==> src/rtl/alu_seq_ctrl.sv <==
// Sequencing controller for the shared slice-built ALU: issues single-pass ops
// directly and runs MULTU as a 32-step shift-add loop on the ALU's ADD path.
module alu_seq_ctrl #(
  parameter int WIDTH = 32
) (
  input  logic             clk,
  input  logic             rst,
  input  logic             start,
  input  logic [5:0]       funct,
  input  logic [WIDTH-1:0] src_a,
  input  logic [WIDTH-1:0] src_b,
  output logic             busy,
  output logic             done,
  output logic             err,
  output logic [WIDTH-1:0] result,
  output logic [WIDTH-1:0] hi,
  output logic [WIDTH-1:0] lo,
  output logic [5:0]       alu_signal,
  output logic [WIDTH-1:0] alu_a,
  output logic [WIDTH-1:0] alu_b,
  input  logic [WIDTH-1:0] alu_result,
  input  logic             alu_cout
);

  localparam int CNT_W = $clog2(WIDTH);
  localparam logic [CNT_W-1:0] CNT_LAST = CNT_W'(WIDTH - 1);

  localparam logic [5:0] F_ADD   = 6'd32;
  localparam logic [5:0] F_SUB   = 6'd34;
  localparam logic [5:0] F_AND   = 6'd36;
  localparam logic [5:0] F_OR    = 6'd37;
  localparam logic [5:0] F_SLT   = 6'd42;
  localparam logic [5:0] F_MULTU = 6'd25;

  typedef enum logic [1:0] {
    S_IDLE,
    S_EXEC,
    S_MUL,
    S_DONE
  } state_t;

  state_t             r_state;
  state_t             w_next;
  logic [5:0]         r_funct;
  logic [WIDTH-1:0]   r_a;
  logic [WIDTH-1:0]   r_b;
  logic [WIDTH-1:0]   r_hi_acc;
  logic [WIDTH-1:0]   r_lo_acc;
  logic [WIDTH-1:0]   r_mcand;
  logic [CNT_W-1:0]   r_cnt;
  logic               r_err;
  logic [WIDTH-1:0]   r_result;
  logic [WIDTH-1:0]   r_hi;
  logic [WIDTH-1:0]   r_lo;
  logic               w_single;
  logic [2*WIDTH-1:0] w_acc_next;

  assign w_single = (funct == F_ADD) || (funct == F_SUB) || (funct == F_AND) ||
                    (funct == F_OR)  || (funct == F_SLT);

  // The carry becomes the new MSB and the whole product pair shifts right one bit.
  assign w_acc_next = {alu_cout, alu_result, r_lo_acc[WIDTH-1:1]};

  assign result = r_result;
  assign hi     = r_hi;
  assign lo     = r_lo;

  always_ff @(posedge clk or posedge rst) begin
    if (rst) r_state <= S_IDLE;
    else     r_state <= w_next;
  end

  always_comb begin
    // NOTE: every output of this block gets a default first so no path can infer a latch.
    w_next     = r_state;
    busy       = 1'b0;
    done       = 1'b0;
    err        = 1'b0;
    alu_signal = '0;
    alu_a      = '0;
    alu_b      = '0;
    case (r_state)
      S_IDLE: begin
        if (start) begin
          if (w_single)                w_next = S_EXEC;
          else if (funct == F_MULTU)   w_next = S_MUL;
          else                         w_next = S_DONE;
        end
      end
      S_EXEC: begin
        busy       = 1'b1;
        alu_signal = r_funct;
        alu_a      = r_a;
        alu_b      = r_b;
        w_next     = S_DONE;
      end
      S_MUL: begin
        busy       = 1'b1;
        alu_signal = F_ADD;
        alu_a      = r_hi_acc;
        alu_b      = r_lo_acc[0] ? r_mcand : '0;
        if (r_cnt == CNT_LAST) w_next = S_DONE;
      end
      S_DONE: begin
        done   = 1'b1;
        err    = r_err;
        w_next = S_IDLE;
      end
      default: w_next = S_IDLE;
    endcase
  end

  always_ff @(posedge clk or posedge rst) begin
    if (rst) begin
      // NOTE: sequential state uses non-blocking assignments so all registers update together.
      r_funct  <= '0;
      r_a      <= '0;
      r_b      <= '0;
      r_hi_acc <= '0;
      r_lo_acc <= '0;
      r_mcand  <= '0;
      r_cnt    <= '0;
      r_err    <= 1'b0;
      r_result <= '0;
      r_hi     <= '0;
      r_lo     <= '0;
    end else begin
      case (r_state)
        S_IDLE: begin
          if (start) begin
            if (w_single) begin
              r_funct <= funct;
              r_a     <= src_a;
              r_b     <= src_b;
            end else if (funct == F_MULTU) begin
              r_hi_acc <= '0;
              r_lo_acc <= src_b;
              r_mcand  <= src_a;
              r_cnt    <= '0;
            end else begin
              r_err <= 1'b1;
            end
          end
        end
        S_EXEC: r_result <= alu_result;
        S_MUL: begin
          {r_hi_acc, r_lo_acc} <= w_acc_next;
          r_cnt                <= r_cnt + CNT_W'(1);
          if (r_cnt == CNT_LAST) {r_hi, r_lo} <= w_acc_next;
        end
        S_DONE: r_err <= 1'b0;
        default: ;
      endcase
    end
  end

endmodule

==> config.mk <==
export PLATFORM = sky130hd
export DESIGN_NAME = alu_seq_ctrl
export DESIGN_NICKNAME = d
export VERILOG_FILES = /design/src/rtl/alu_seq_ctrl.sv
export SDC_FILE = /design/constraint.sdc
export NUM_CORES = 1
export LEC_CHECK = 0
export CAP_MARGIN = 20
export CORE_ASPECT_RATIO = 0.5
export CORE_MARGIN = 8
export CORE_UTILIZATION = 42
export DETAILED_ROUTE_END_ITERATION = 10
export HOLD_SLACK_MARGIN = 0.06
export PLACE_DENSITY = 0.7
export SETUP_SLACK_MARGIN = 0.15
export SYNTH_ARGS = -nofsm -noshare
export SYNTH_HDL_FRONTEND = slang
export SYNTH_SLANG_ARGS = --single-unit
==> constraint.sdc <==
create_clock -name clk -period 13.75 [get_ports clk]
set_input_delay 3.4375 -clock clk [delete_from_list [all_inputs] [get_ports clk]]
set_output_delay 3.4375 -clock clk [all_outputs]
set_load 0.05 [all_outputs]
==> impl_results.md <==
- Run status: finished, final reports clean
- Port Buffer Count: between 200 and 300
- Maximum clock path buffer count: 3
- Die Ht: about 130 um
- Number of hold violations in the final report: 0
- Crit Path Max Fanout: 65
- Setup crit start kind: register
- Wire length reported by the detailed router: 33200 um
- Hold bufs inserted after CTS: 0
- Element type at the critical path end: primary output
- Clock insertion delay at the later pin of the skew report: 0.55 ns
- Total Die Area: 32400 um^2
- Synthesized netlist net count: just under 900
- RSZ-0062 raised after global routing: false
- Largest area contributor in the synthesized netlist: sky130_fd_sc_hd__dfrtp_1
- Via count of the routed design: ~7.7k
- Worst path required time: 10.31 ns
- Post-synthesis instance area: about 11000 um^2
- Distinct cell type count after synthesis: 31
- Register clock-pin slew on the reported worst setup and hold paths: roughly 0.070 ns
- Layout overhead on the synthesized area: 35.0%
- Class of the worst hold path: register to register
- Routed Antenna Nets: 0
- Power per standard cell area: roughly 220 nW/um^2
- Number of antenna violations at the first check in global routing: 2
- GRT Util Overall: 20.1%
- Post-DP HPWL: 23500 um
- Synthesized area per cell: between 10 and 15 um^2
- Final setup violation count: 0
- DR DRC count: 0
- CP max-delay cell: sky130_fd_sc_hd__clkdlybuf4s50_1
- Top-level port count: around 280
- Maximum ir drop on the vdd rail: about 0.095 mV
- Top_reg_cell synth: sky130_fd_sc_hd__dfrtp_1
- Largest net degree at the start of global routing: roughly 130
- Clock period minus final worst setup slack: 7.36 ns
- H-tree depth: 1
- Least-Margin Pin Slew: 0.974 ns
- Count of flip-flops with a built-in enable after synthesis: 0
- Share of the clock period used by the worst path: a little over half
- Sequential share of the synthesized area: approximately three fifths
- Final core utilization: around 57%
- Fraction of final layout cells with drive strength greater than 1: between 20% and 30%
- Number of max-capacitance violations reported: 0
- Total Negative Setup Slacks: 0 ns
- Category of the critical setup timing path: register to primary output
- Reported leakage power: between 6 and 7 nW
- FP Rows: 42
- Post-route total power: about 0.0034 W
- FF+latch count, synth: 270
- Core region area: around 26000 um^2
- Stage delay of the slowest cell on the critical path: 0.83 ns
- Post-Syn Instances: between 700 and 800
- Top area cells in the synthesized netlist: sky130_fd_sc_hd__dfrtp_1, sky130_fd_sc_hd__mux2_2, sky130_fd_sc_hd__a22o_1, sky130_fd_sc_hd__mux2i_1, sky130_fd_sc_hd__nand3_1
- Weighted congestion at the end of routability-driven global placement: around 0.86
- Initial DRC Count: approximately 620
- Root Buffer Master: sky130_fd_sc_hd__clkbuf_16
- Clock tree from TritonCTS: built
- CTS sink count: 270
- Initial DRT Pass Iterations: 5
- Cells traversed along the worst timing path: inv_1 -> ha_2 -> and2_2 -> buf_4 -> a22o_1 -> clkdlybuf4s50_1
- Cell with the most instances after synthesis: sky130_fd_sc_hd__dfrtp_1
- Die boundary width: around 250 um
- Worst Path Arrival: just under 4 ns
- Top post-synthesis cells by count: sky130_fd_sc_hd__dfrtp_1, sky130_fd_sc_hd__mux2_2, sky130_fd_sc_hd__a22o_1
- Number of max-slew violations in the final report: 0
- Fraction of synthesis flops using an asynchronous set or reset pin: 100%
- Post-route clock skew: between 0.02 and 0.025 ns
- Inserted Clock Buffers: 25
- Total gr overflow: 0
- Via/cell ratio: around 5.5
- Maximum clock rate: between 100 and 150 MHz
- Gates resized, CTS repair: 0
- Vias in the first global route: about 8k
- Number of nets in the layout: approximately 1.1k
- Detail-routed net length per standard cell: approximately 24 um
- Initial standard-cell utilization of the core: about 42%
- Yosys warnings: 0
- Total buffers and inverters traversed by the critical path: 3
- Largest delay contributor family on the critical path: buffers and inverters
- Wire length of the first global-routing pass: slightly above 50000 um
- Worst slew margin relative to its limit: 35.1%
- Synth top area share: slightly above 60%
- Number of post-CTS setup repair buffers: 0
-- cells in the final DEF (no fill, tap or decap), types with 2 or more instances in the layout --
cell	count
sky130_fd_sc_hd__nand3_1	35
sky130_fd_sc_hd__ha_2	2
sky130_fd_sc_hd__clkbuf_16	25
sky130_fd_sc_hd__a211oi_1	2
sky130_fd_sc_hd__clkinv_2	4
sky130_fd_sc_hd__dfrtp_1	270
sky130_fd_sc_hd__inv_6	2
sky130_fd_sc_hd__and2_1	4
sky130_fd_sc_hd__a21o_1	3
sky130_fd_sc_hd__buf_4	10
sky130_fd_sc_hd__o21ai_0	33
sky130_fd_sc_hd__nor2b_1	2
sky130_fd_sc_hd__buf_16	2
sky130_fd_sc_hd__ha_1	5
sky130_fd_sc_hd__clkbuf_1	3
sky130_fd_sc_hd__and3_1	8
sky130_fd_sc_hd__clkbuf_8	3
sky130_fd_sc_hd__a22o_1	98
sky130_fd_sc_hd__mux2_2	198
sky130_fd_sc_hd__diode_2	3
sky130_fd_sc_hd__nand3b_1	2
sky130_fd_sc_hd__bufinv_16	3
sky130_fd_sc_hd__clkdlybuf4s50_1	274
sky130_fd_sc_hd__clkinvlp_4	5
sky130_fd_sc_hd__mux2i_1	32
sky130_fd_sc_hd__inv_1	6
sky130_fd_sc_hd__and2_2	2
-- through the flow --
stage / cell area [um^2] / hold slack, ns / std cells / setup slack (ns)
floorplan: 11200 / 0.435 / 775 / 2.87
global placement: 14200 / 0.457 / 1353 / 6.94
detailed placement: 14200 / 0.470 / 1353 / 6.89
CTS: 15000 / 0.491 / 1399 / 6.31
global route: 15100 / 0.511 / 1403 / 6.16
finish: 15100 / 0.491 / 1404 / 6.39
-- worst paths after layout --
kind | cells past startpoint | slack, ns | endpoint | start
worst max-delay path | 6 | 6.39 | alu_b[0] | r_state[1]
worst min-delay path | 1 | 0.49 | r_funct[4] | r_funct[4]
worst max register to register | 7 | 10.66 | r_hi_acc[5] | r_state[0]
worst min register to register | 1 | 0.49 | r_funct[4] | r_funct[4]
max in group asynchronous | 3 | 8.78 | r_a[17] | rst
min in group asynchronous | 2 | 3.46 | r_b[2] | rst
-- routing by layer --
metal	track usage [%]	up-vias	part of all wire, %
met2	33.6	214	50
met1	26.7	3995	43
met4	5.99	0	2.9
met5	0	-	0
met3	3.24	53	4.8
li1	-	3393	-
-- state kept, by name, indices dropped and copies added, names as in the netlist --
register,cells
r_funct,6
lo,32
r_mcand,32
r_cnt,5
r_lo_acc,32
r_hi_acc,32
r_err,1
r_state,2
r_b,32
hi,32
result,32
r_a,32
-- report_power, final --
group	total, W	switching, W	internal, W
sequential	0.00124	0.000189	0.00105
combinational	0.00142	0.000866	0.000557
clock	0.000724	0.000314	0.000411
-- layout make-up --
type / instances / area, um^2
clock inverters: 15 / 174
multi-input cells: 440 / 4130
repair buffers: 286 / 2870
flip-flops and latches: 270 / 6760
clock buffers: 31 / 678
inverters: 7 / 33.8
fillers: 2099 / 11200
well taps: 352 / 440
diodes: 3 / 7.51
-- cells by family (layout without fill, tap and decap cells) --
| logic type | Yosys count | after routing | share of synthesized area [%] |
|---|---|---|---|
| mux | 230 | 230 | 22.8 |
| flops | 270 | 270 | 60.4 |
| other cells | 0 | 3 | 0 |
| buf+inv | 65 | 339 | 2.74 |
| fa+ha+maj | 7 | 7 | 0.783 |
| simple gates | 62 | 62 | 3.36 |
| compound gates | 141 | 141 | 9.89 |
-- worst register-to-register path, stage by stage, from the launching register on --
cell                      delay, ns
sky130_fd_sc_hd__dfrtp_1       0.42
sky130_fd_sc_hd__inv_1         0.11
sky130_fd_sc_hd__ha_1          0.30
sky130_fd_sc_hd__nand4_1       0.11
sky130_fd_sc_hd__buf_4         0.67
sky130_fd_sc_hd__and2_2        0.71
sky130_fd_sc_hd__buf_4         0.48
sky130_fd_sc_hd__a22o_1        0.24
Note: power is estimated with default switching activity, not from simulation.
